==> src/rtl/uart_loopback_fifo.sv <==
// Byte FIFO and transmit scheduler sitting between uart_rx and UART_tx in the loopback path.
// Received bytes are queued so back-to-back frames survive while the transmitter is still shifting.
module uart_loopback_fifo #(
    parameter int DATA_W = 8,
    parameter int DEPTH  = 16,
    parameter int ADDR_W = 4
) (
    input  logic              clk,
    input  logic              rst,
    input  logic [DATA_W-1:0] i_rx_data,
    input  logic              i_rx_done,
    input  logic              i_tx_busy,
    input  logic              i_tx_done,
    output logic              o_tx_start,
    output logic [DATA_W-1:0] o_tx_data,
    output logic              o_full,
    output logic              o_empty,
    output logic [ADDR_W:0]   o_count,
    output logic              o_overflow
);

    typedef enum logic [1:0] {
        IDLE,
        START,
        WAIT_DONE
    } state_t;

    localparam logic [ADDR_W:0] FULL_COUNT = (ADDR_W + 1)'(DEPTH);

    state_t              state, state_next;
    logic [DATA_W-1:0]   mem [DEPTH];
    logic [ADDR_W-1:0]   wptr, rptr;
    logic [ADDR_W:0]     count;
    logic                push, pop;

    assign o_count = count;
    assign o_full  = (count == FULL_COUNT);
    assign o_empty = (count == '0);

    // NOTE: every signal written here gets a default first, so no path leaves one unassigned (no latch).
    always_comb begin
        state_next = state;
        pop        = (state == IDLE) && !o_empty && !i_tx_busy;
        push       = i_rx_done && (!o_full || pop);
        case (state)
            IDLE:      if (pop) state_next = START;
            START:     state_next = WAIT_DONE;
            WAIT_DONE: if (i_tx_done) state_next = IDLE;
            default:   state_next = IDLE;
        endcase
    end

    // NOTE: sequential state uses non-blocking assignments so every register sees pre-edge values.
    always_ff @(posedge clk) begin
        if (!rst) begin
            state      <= IDLE;
            wptr       <= '0;
            rptr       <= '0;
            count      <= '0;
            o_tx_start <= 1'b0;
            o_tx_data  <= '0;
            o_overflow <= 1'b0;
        end else begin
            state      <= state_next;
            o_tx_start <= pop;
            o_overflow <= i_rx_done && !push;
            if (push) wptr <= wptr + ADDR_W'(1);
            if (pop) begin
                rptr      <= rptr + ADDR_W'(1);
                o_tx_data <= mem[rptr];
            end
            case ({push, pop})
                2'b10:   count <= count + (ADDR_W + 1)'(1);
                2'b01:   count <= count - (ADDR_W + 1)'(1);
                default: count <= count;
            endcase
        end
    end

    // NOTE: storage has no reset; contents are only ever read after being written.
    // When full with a simultaneous pop, wptr == rptr and the read above still sees the old byte.
    always_ff @(posedge clk) begin
        if (push) mem[wptr] <= i_rx_data;
    end

endmodule

==> config.mk <==
export PLATFORM = sky130hd
export DESIGN_NAME = uart_loopback_fifo
export DESIGN_NICKNAME = d
export VERILOG_FILES = /design/src/rtl/uart_loopback_fifo.sv
export SDC_FILE = /design/constraint.sdc
export NUM_CORES = 1
export LEC_CHECK = 0
export CAP_MARGIN = 20
export CORE_ASPECT_RATIO = 0.6
export CORE_MARGIN = 3
export CORE_UTILIZATION = 60
export DETAILED_ROUTE_END_ITERATION = 8
export PLACE_DENSITY = 0.79
export SYNTH_ARGS = -nofsm -noshare
export SYNTH_HDL_FRONTEND = slang
export SYNTH_SLANG_ARGS = --single-unit
==> constraint.sdc <==
create_clock -name clk -period 5.5 [get_ports clk]
set_clock_uncertainty 0.15 [all_clocks]
set_input_delay 0.825 -clock clk [delete_from_list [all_inputs] [get_ports clk]]
set_output_delay 0.825 -clock clk [all_outputs]
set_load 0.01 [all_outputs]
==> results.md, run 1 <==
- Core footprint: 0.009950 sq mm
- Fin cells: 588
- First-pass GRT wire length: 20,200 um
- Startpoint of the worst hold path: o_tx_data[1]$_SDFFE_PN0P_
- Mapped Avg Cell Area: 15.21 sq um
- Sequential cell area: 0.004348 sq mm
- Synth top area cells: edfxtp_1 62%, mux2i_1 11%, dfxtp_1 8.1%
- Final instance area: 0.007211 sq mm
- Setup violations, final: 0
- LEAKAGE: 2.272 nW
- Worst-path fanout max: 6
- Critical Path Source: i_tx_busy
- EDFF count, synth: 128
- Max-cap violations: 0
- DR iter-0 viols: 460
- XOR/XNOR share of the synthesized area: 0.8466%
- Cell area after synthesis: 0.006207 sq mm
- Hold WC Path Type: flip-flop to flip-flop
- Clock slew at reported path FFs: 60 ps
- CP Class: input port to flip-flop
- Number of global-route vias before repair: 3,495
- WHS Endpoint: o_tx_data[1]$_SDFFE_PN0P_
- Synth async-reset ratio: 0%
- Critical path required time: 5690 ps
- Number of diodes: 0
- Slew Viols, Final: 0
- Mapped Nets: 430
- # rows: 28
- Reg2reg path depth: 7
- Area Growth Syn to Fin: 16.17%
- Die height: 84.79 um
- Die Area: 0.01164 sq mm
- Placed Instances: 552
- Drc violations: 0
- Critical-path top delay cell: a211oi_2
- Status: finished, final reports clean
- Count of different cell masters after synthesis: 39
- Final Hold Viols: 0
- Main combinational cell family by area after synthesis: multiplexers
- Starting Density: 62.39%
- Slew @ Worst Pin: 794.0 ps
- H-tree depth: 4
- Initial antenna violation count: 0
- Final nets: 462
- Commonest cells post-synth: 128 x edfxtp_1, 71 x mux2i_1, 32 x o22ai_1
- WL/cell: 22.46 um
- Filler Cells Inserted: 615
- Reg2reg setup slack: 2500 ps
- Placed cell area: 0.006578 sq mm
- Adder and majority cell fraction of the synthesized area: 1.935%
- Critical path startpoint category: input port
- DRT antenna net count: 0
- Post-CTS setup buffers: 0
- Sequential area share after synthesis: 69.99%
- Multi-input gate area: 0.001737 sq mm
- RR Endpoint: o_count[4]$_SDFFE_PN0P_
- Max incr delay on CP: 610 ps
- Die Wd: 137.3 um
- Share of layout cells above drive strength 1: 9.934%
- WL final: 13,210 um
- Detailed Place HPWL: 8437 um
- CP Capture Type: flip-flop
- # clock sinks: 153
- GRT Residual Overflow: 0
- Fmax: 289.6 MHz
- Root buffer selected by CTS: clkbuf_16
- Crit path time final: 3454 ps
- Ys Warns: 0
- Worst rel slew slack: 46.87%
- Synth Area in Simple Gates: 6.350%
- Dominant cell type by area after synthesis: edfxtp_1
- IR drop worst, VDD: 0.0003047 V
- RePlAce Congestion: 0.8213
- Clk buf depth: 2
- TritonCTS clock tree: done
- Syn Inst Count: 408
- Cell chain of the critical path: clkdlybuf4s50_1 -> or3_1 -> a211oi_2 -> ha_1 -> a21oi_1 -> nand2_1 -> or4_1 -> a31oi_1
- Worst-skew pair later-pin latency: 420 ps
- Cts bufs inserted: 17
- Synth Area in Compound Gates: 7.398%
- I/O pin total: 30
- Post-synthesis register bit count: 153
- Hold_buf cts: 0
- RSZ-0062 raised after global routing: false
- Hold Path Depth: 2
- Crit Reg-Reg Startpoint: state[1]$_SDFFE_PN0P_
- Top cell type's share of synthesized area: 61.92%
- Pwr Density: 431.5 mW/mm^2
- Pwr Total: 3.111 mW
- Critical Path AT: 3640 ps
- Vias/cell: 6.194
- Post-cts sizing count: 0
- GRT Overall Usage: 24.59%
- Tcrit/Tclk final: 62.79%
- Total negative slack: 0 ps
- Mux cell area share after synthesis: 11.45%
- IO Port Bufs: 29
- Cell with the most instances after synthesis: edfxtp_1
- DR pass1 iterations: 5
- Vias after detailed routing: 3,642
- Primary FF master, synth: edfxtp_1
- Largest net degree at the start of global routing: 67
[registers in the layout, indices dropped and copies added, names as in the netlist]
| register | cells |
|---|---|
| o_overflow | 1 |
| rptr | 4 |
| o_tx_start | 1 |
| state | 2 |
| o_tx_data | 8 |
| mem | 128 |
| o_count | 5 |
| wptr | 4 |
[layout by cell type (no fill, tap or decap), types with 2 or more instances in the layout]
cell / Yosys / routed
nor2_1: 24 / 24
a21oi_1: 12 / 12
clkbuf_1: 5 / 3
clkinvlp_4: 0 / 4
nand3b_1: 3 / 3
edfxtp_1: 128 / 128
clkbuf_16: 0 / 17
ha_1: 8 / 8
nand2b_1: 2 / 2
mux2i_1: 71 / 71
clkinv_2: 0 / 2
or3_1: 2 / 2
bufinv_16: 0 / 3
a21o_1: 2 / 2
clkinv_4: 0 / 2
xor2_1: 3 / 3
inv_1: 7 / 7
o211ai_1: 2 / 2
nor4_1: 8 / 8
nor3_1: 7 / 7
or3b_2: 3 / 3
nand3_1: 6 / 6
dfxtp_1: 25 / 24
a31oi_4: 2 / 2
clkdlybuf4s50_1: 0 / 29
nand2_1: 14 / 14
and3_1: 2 / 2
o21ai_0: 10 / 10
xnor2_1: 3 / 3
o22ai_1: 32 / 32
[worst max-delay path, delay by kind of cell]
family	cells	cell delay [ps]
fa+ha+maj	1	400
buf+inv	1	450
compound gates	3	990
simple gates	3	970
[power by group]
group / leakage, nW / switching, mW / total [mW] / internal [mW]
Combinational: 0.638 / 0.317 / 0.551 / 0.234
Clock: 0.274 / 0.449 / 1.16 / 0.711
Sequential: 1.36 / 0.0740 / 1.40 / 1.33
[logic make-up after synthesis]
logic type               Yosys count
AND/OR/NAND/NOR                   75
XOR/XNOR                           6
adder cells (fa/ha/maj)            9
AO/OA/AOI/OAI                     66
multiplexers                      71
buffers and inverters             28
flip-flops                       153
[cell type report]
class                   count  area share (%)
clock buffers              20           6.056
flip-flops and latches    153           60.30
repair buffers             34           4.754
inverters                   7          0.3644
clock inverters            12           2.100
well taps                 135           2.343
multi-input cells         227           24.08
[per-layer routing]
layer	part of all wire [%]	vias up	routed length, um	track usage (%)
li1	-	1647	-	-
met5	0	-	0	0
met3	8.5	25	1121	7.006
met2	44	155	5858	34.02
met4	1.9	0	250	10.42
met1	45	1815	5977	36.76
[through the flow]
step | hold slack, ps | utilization, % | worst slack, ps
2_1_floorplan | 378.0 | - | 2439
3_3_place_gp | 378.5 | 66.03 | 1818
3_5_place_dp | 377.7 | 66.11 | 1678
4_1_cts | 396.5 | 72.02 | 2087
5_1_grt | 431.0 | 72.47 | 1953
6_report | 398.0 | 72.47 | 2047
[worst max-delay path by stage]
stage / endpoint / slack, ps
finish: o_count[4]$_SDFFE_PN0P_ / 2050
detailed placement: o_count[4]$_SDFFE_PN0P_ / 1680
global placement: o_count[4]$_SDFFE_PN0P_ / 1820
global route: o_count[4]$_SDFFE_PN0P_ / 1950
CTS: o_count[4]$_SDFFE_PN0P_ / 2090
floorplan: o_count[4]$_SDFFE_PN0P_ / 2440
Note: power is estimated with default switching activity, not from simulation.
==> inputs of run 2 (changes only) <==
==> constraint.sdc (replaced) <==
create_clock -name clk -period 3.4 [get_ports clk]
set_clock_uncertainty 0.15 [all_clocks]
set_input_delay 0.51 -clock clk [delete_from_list [all_inputs] [get_ports clk]]
set_output_delay 0.51 -clock clk [all_outputs]
set_load 0.01 [all_outputs]
==> run 2 against run 1 <==
Clock power grew 60%. Cell count increased by 2.4%. Global-route usage fell by 0.23 points. Setup slack worse by 1600 ps. Worst hold slack got worse by 3.3 ps. Largest cell class unchanged. Sequential power increased by 61%. Largest power group unchanged. Sequential share of layout area is 0.83 points lower. Routed wire length is 0.26% higher. First-iteration DRC count is 5.7% lower.
==> results.md, run 2 (synthesis results as in run 1) <==
- Status: finished, final reports clean (unchanged)
- Vias/cell: 5.973 (was 6.194)
- Cell chain of the critical path: nor4_4 -> nand2_1 -> inv_1 -> clkdlybuf4s50_1 (was clkdlybuf4s50_1 -> or3_1 -> a211oi_2 -> ha_1 -> a21oi_1 -> nand2_1 -> or4_1 -> a31oi_1)
- Worst-skew pair later-pin latency: 420 ps (about the same)
- Slew @ Worst Pin: 723.9 ps (was 794.0 ps)
- Multi-input gate area: 0.001737 sq mm (unchanged)
- CP Class: flip-flop to output pin (was input port to flip-flop)
- # rows: 28 (unchanged)
- Drc violations: 0 (unchanged)
- Clock slew at reported path FFs: 60 ps (about the same)
- First-pass GRT wire length: 20,210 um (was 20,200 um)
- Final Hold Viols: 0 (unchanged)
- Final nets: 476 (was 462)
- CP Capture Type: output pin (was flip-flop)
- CP bufs+invs: 2 (was 1)
- TritonCTS clock tree: done (unchanged)
- Vias after detailed routing: 3,596 (was 3,642)
- Setup violations, final: 0 (unchanged)
- DR iter-0 viols: 434 (was 460)
- Slew Viols, Final: 0 (unchanged)
- Clk buf depth: 2 (unchanged)
- # clock sinks: 153 (unchanged)
- Core footprint: 0.009950 sq mm (unchanged)
- GRT Residual Overflow: 0 (unchanged)
- Fmax: 333.6 MHz
- Number of global-route vias before repair: 3,581 (was 3,495)
- Number of diodes: 0 (unchanged)
- DRT antenna net count: 0 (unchanged)
- RePlAce Congestion: 0.8928 (was 0.8213)
- Pwr Total: 5.013 mW (was 3.111 mW)
- Total negative slack: 0 ps (unchanged)
- Max incr delay on CP: 620 ps (was 610 ps)
- Root buffer selected by CTS: clkbuf_16 (unchanged)
- Critical path startpoint category: flip-flop (was input port)
- Critical path required time: 2740 ps (was 5690 ps)
- Reg2reg setup slack: 610 ps (was 2500 ps)
- Starting Density: 62.39% (unchanged)
- Critical Path AT: 2340 ps (was 3640 ps)
- GRT Overall Usage: 24.36% (was 24.59%)
- Post-CTS setup buffers: 0 (unchanged)
- H-tree depth: 4 (unchanged)
- Sequential cell area: 0.004348 sq mm (unchanged)
- Cts bufs inserted: 17 (unchanged)
- IR drop worst, VDD: 0.0004171 V (was 0.0003047 V)
- Share of layout cells above drive strength 1: 12.63% (was 9.934%)
- Filler Cells Inserted: 628 (was 615)
- Worst rel slew slack: 51.59% (was 46.87%)
- Critical path's top delay family: simple AND/OR/NAND/NOR gates (was compound AO/OA/AOI/OAI gates)
- Max-cap violations: 0 (unchanged)
- Die height: 84.79 um (unchanged)
- LEAKAGE: 2.350 nW (was 2.272 nW)
- IO Port Bufs: 29 (unchanged)
- Hold WC Path Type: flip-flop to flip-flop (unchanged)
- Die Area: 0.01164 sq mm (unchanged)
- Pwr Density: 685.7 mW/mm^2 (was 431.5 mW/mm^2)
- Post-cts sizing count: 0 (unchanged)
- Detailed Place HPWL: 8652 um (was 8437 um)
- I/O pin total: 30 (unchanged)
- Critical-path top delay cell: nor4_4 (was a211oi_2)
- Max FFs per register: 128 (unchanged)
- Most flops, register: mem (unchanged)
- Initial antenna violation count: 0 (unchanged)
- Hold_buf cts: 0 (unchanged)
- Tcrit/Tclk final: 88.17%
- Crit path time final: 2998 ps
- DR pass1 iterations: 5 (unchanged)
- Area Growth Syn to Fin: 17.78% (was 16.17%)
- RSZ-0062 raised after global routing: false (unchanged)
- WL/cell: 22.00 um (was 22.46 um)
- WL final: 13,240 um (was 13,210 um)
- Largest net degree at the start of global routing: 33 (was 67)
- Die Wd: 137.3 um (unchanged)
- Commonest non-fill, non-tap cell in the layout: edfxtp_1 (unchanged)
- Most frequent cells in the layout: 128 x edfxtp_1, 71 x mux2i_1, 32 x o22ai_1, 29 x clkdlybuf4s50_1 (unchanged)
- Worst-path fanout max: 7 (was 6)
[run 2: metrics by stage]
step | instances | utilization (%) | instance area [sq um] | hold WS, ps | worst slack, ps
floorplan | 408 | - | 6207 | 378.0 | 654.1
CTS | 602 | 73.48 | 7311 | 397.8 | 418.0
finish | 602 | 73.48 | 7311 | 394.7 | 402.3
global route | 602 | 73.48 | 7311 | 417.1 | 320.8
detailed placement | 570 | 67.59 | 6725 | 383.1 | 149.2
global placement | 570 | 67.59 | 6725 | 381.7 | 269.6
[run 2: final cells by class]
cell class              count  share of cell area, %
clock buffers              19                  5.922
clock inverters            13                  2.088
flip-flops and latches    153                  59.47
multi-input cells         227                  23.75
well taps                 135                  2.310
repair buffers             48                  6.093
inverters                   7                 0.3594
[run 2: worst paths after layout]
check             depth (start not counted)                       from                   endpoint
setup / recovery                          4    o_count[0]$_SDFFE_PN0P_                     o_full
hold / removal                            2  o_tx_data[4]$_SDFFE_PN0P_  o_tx_data[4]$_SDFFE_PN0P_
setup reg to reg                          7    o_count[0]$_SDFFE_PN0P_    o_count[4]$_SDFFE_PN0P_
hold reg to reg                           2  o_tx_data[4]$_SDFFE_PN0P_  o_tx_data[4]$_SDFFE_PN0P_
[run 2: where the power goes]
group          leakage [nW]  internal (mW)  switching [mW]
Combinational         0.711          0.388           0.502
Sequential             1.36           2.15           0.117
Clock                 0.278           1.15           0.712
[run 2: routing by layer]
layer,routed length (um),up-vias,track usage [%]
met2,5932,154,34.06
met1,5700,1755,35.31
met4,205,0,9.692
met3,1405,20,8.443
met5,0,-,0
li1,-,1667,-
[run 2: worst min-delay path, cell delays in order (launching register included)]
cell and delay, ps:
dfxtp_1 300, o21ai_0 150, a21oi_1 40
==> inputs of run 3 (changes only) <==
--- a/config.mk
+++ b/config.mk
@@ -7,10 +7,9 @@
 export LEC_CHECK = 0
 export CAP_MARGIN = 20
 export CORE_ASPECT_RATIO = 0.6
-export CORE_MARGIN = 3
-export CORE_UTILIZATION = 60
+export CORE_MARGIN = 4
+export CORE_UTILIZATION = 40
 export DETAILED_ROUTE_END_ITERATION = 8
-export PLACE_DENSITY = 0.79
 export SYNTH_ARGS = -nofsm -noshare
 export SYNTH_HDL_FRONTEND = slang
 export SYNTH_SLANG_ARGS = --single-unit
==> run 3 against run 2 <==
Non-clock buffer count grew 6. Maximum frequency grew 2.3%. Count of clock-buffer cells in the layout shrank 2. Sequential share of layout area shrank 0.65 points. Critical path type unchanged. Largest power group unchanged.
==> results.md, run 3 (synthesis results as in run 1) <==
- Cts bufs inserted: 17 (unchanged)
- GRT Residual Overflow: 0 (unchanged)
- Slew @ Worst Pin: 686.4 ps (was 723.9 ps)
- Final nets: 482 (was 476)
- Crit Reg-Reg Startpoint: o_count[0]$_SDFFE_PN0P_ (unchanged)
- Pwr Density: 661.3 mW/mm^2 (was 685.7 mW/mm^2)
- Root buffer selected by CTS: clkbuf_16 (unchanged)
- Post-cts sizing count: 0 (unchanged)
- Reg2reg path depth: 7 (unchanged)
- Core footprint: 0.01485 sq mm (was 0.009950 sq mm)
- Critical path startpoint category: flip-flop (unchanged)
- CP Class: flip-flop to output pin (unchanged)
- I/O pin total: 30 (unchanged)
- Critical Path Source: o_count[0]$_SDFFE_PN0P_ (unchanged)
- Placed Instances: 639 (was 570)
- Startpoint of the worst hold path: o_tx_data[3]$_SDFFE_PN0P_ (was o_tx_data[4]$_SDFFE_PN0P_)
- Clk buf depth: 2 (unchanged)
- Largest net degree at the start of global routing: 38 (was 33)
- Worst-skew pair later-pin latency: 420 ps (about the same)
- Starting Density: 41.81% (was 62.39%)
- RePlAce Congestion: 0.7574 (was 0.8928)
- Crit path time final: 2930 ps (was 2998 ps)
- Commonest non-fill, non-tap cell in the layout: edfxtp_1 (unchanged)
- # rows: 34 (was 28)
- Slew Viols, Final: 0 (unchanged)
- Critical path required time: 2740 ps (about the same)
- Number of diodes: 0 (unchanged)
- WL final: 13,270 um (was 13,240 um)
- RR Endpoint: o_count[4]$_SDFFE_PN0P_ (unchanged)
- Status: finished, final reports clean (unchanged)
- DRT antenna net count: 0 (unchanged)
- Pwr Total: 4.888 mW (was 5.013 mW)
- Final Hold Viols: 0 (unchanged)
- Initial antenna violation count: 0 (unchanged)
- Share of layout cells above drive strength 1: 14.59% (was 12.63%)
- Vias after detailed routing: 3,576 (was 3,596)
- Final instance area: 0.007392 sq mm (was 0.007311 sq mm)
- Fin cells: 671 (was 602)
- IR drop worst, VDD: 0.0003008 V (was 0.0004171 V)
- Tcrit/Tclk final: 86.18% (was 88.17%)
- Post-CTS setup buffers: 0 (unchanged)
- Vias/cell: 5.329 (was 5.973)
- LEAKAGE: 2.362 nW (was 2.350 nW)
- Placed cell area: 0.006849 sq mm (was 0.006725 sq mm)
- IO Port Bufs: 29 (unchanged)
- # clock sinks: 153 (unchanged)
- DR iter-0 viols: 302 (was 434)
- Hold_buf cts: 0 (unchanged)
- Worst-path fanout max: 7 (unchanged)
- Final setup margin: 469.9 ps (was 402.3 ps)
- Worst rel slew slack: 54.24% (was 51.59%)
- Detailed Place HPWL: 9019 um (was 8652 um)
- DR pass1 iterations: 5 (unchanged)
- Dpl ws: 142.3 ps (was 149.2 ps)
- Fmax: 341.3 MHz (was 333.6 MHz)
- WL/cell: 19.77 um (was 22.00 um)
- Max FFs per register: 128 (unchanged)
- TritonCTS clock tree: done (unchanged)
- Total negative slack: 0 ps (unchanged)
- Most flops, register: mem (unchanged)
- Area Growth Syn to Fin: 19.09% (was 17.78%)
- Hold Path Depth: 2 (unchanged)
- Die Area: 0.01764 sq mm (was 0.01164 sq mm)
- Drc violations: 0 (unchanged)
- Clock slew at reported path FFs: 70 ps (was 60 ps)
- Die Wd: 168.8 um (was 137.3 um)
- Most frequent cells in the layout: 128 x edfxtp_1, 71 x mux2i_1, 32 x o22ai_1, 29 x clkdlybuf4s50_1 (unchanged)
- Hold WS: 390.5 ps (was 394.7 ps)
- Fin util: 49.79% (was 73.48%)
- CP Capture Type: output pin (unchanged)
- Critical Path AT: 2270 ps (was 2340 ps)
- H-tree depth: 4 (unchanged)
- GRT Overall Usage: 15.60% (was 24.36%)
- Hold WC Path Type: flip-flop to flip-flop (unchanged)
- Max-cap violations: 0 (unchanged)
- RSZ-0062 raised after global routing: false (unchanged)
- Reg2reg setup slack: 650 ps (was 610 ps)
- Die height: 104.5 um (was 84.79 um)
- WHS Endpoint: o_tx_data[3]$_SDFFE_PN0P_ (was o_tx_data[4]$_SDFFE_PN0P_)
- Number of global-route vias before repair: 3,587 (was 3,581)
- Setup violations, final: 0 (unchanged)
- First-pass GRT wire length: 20,490 um (was 20,210 um)
run 3: cell types whose count changed in the layout (fill, tap and decap cells not counted):
cell        delta
clkinvlp_4     +1
clkinv_4       +1
clkbuf_1       -2
bufinv_16      -3
clkinv_1       -2
inv_6          +4
inv_8          +1
buf_4          +6
run 3: worst max-delay path, stage by stage, from the launching register on:
cell	delay [ps]
dfxtp_1	410
nor4_4	600
nand2_1	220
inv_1	90
clkdlybuf4s50_1	530
run 3: how the worst max path moves through the flow:
stage / end / slack, ps / depth (start not counted)
2_1_floorplan: o_count[4]$_SDFFE_PN0P_ / 650 / 8
3_3_place_gp: o_count[4]$_SDFFE_PN0P_ / 250 / 8
3_5_place_dp: o_count[4]$_SDFFE_PN0P_ / 140 / 8
4_1_cts: o_full / 420 / 4
5_1_grt: o_full / 310 / 4
6_report: o_full / 470 / 4
run 3: routing by layer:
metal	wire [um]	vias to the layer above	GRT usage (%)
li1	-	1689	-
met1	6706	1785	23.81
met2	5775	92	21.93
met3	692	10	3.912
met4	93	0	4.459
met5	0	-	0
run 3: power by group:
group / internal (mW) / total (mW) / switching, mW
combinational: 0.394 / 0.910 / 0.516
sequential: 2.15 / 2.26 / 0.113
clock: 0.946 / 1.72 / 0.774
total: 3.48 / 4.89 / 1.40
run 3: final cells by class:
class | instances | area, sq um
clock buffer | 17 | 425.4
clock inverter | 15 | 117.6
fill | 1238 | 7455
inverter | 7 | 26.28
multi-input combinational | 227 | 1737
sequential | 153 | 4348
tap | 198 | 247.7
timing repair buffer | 54 | 490.5
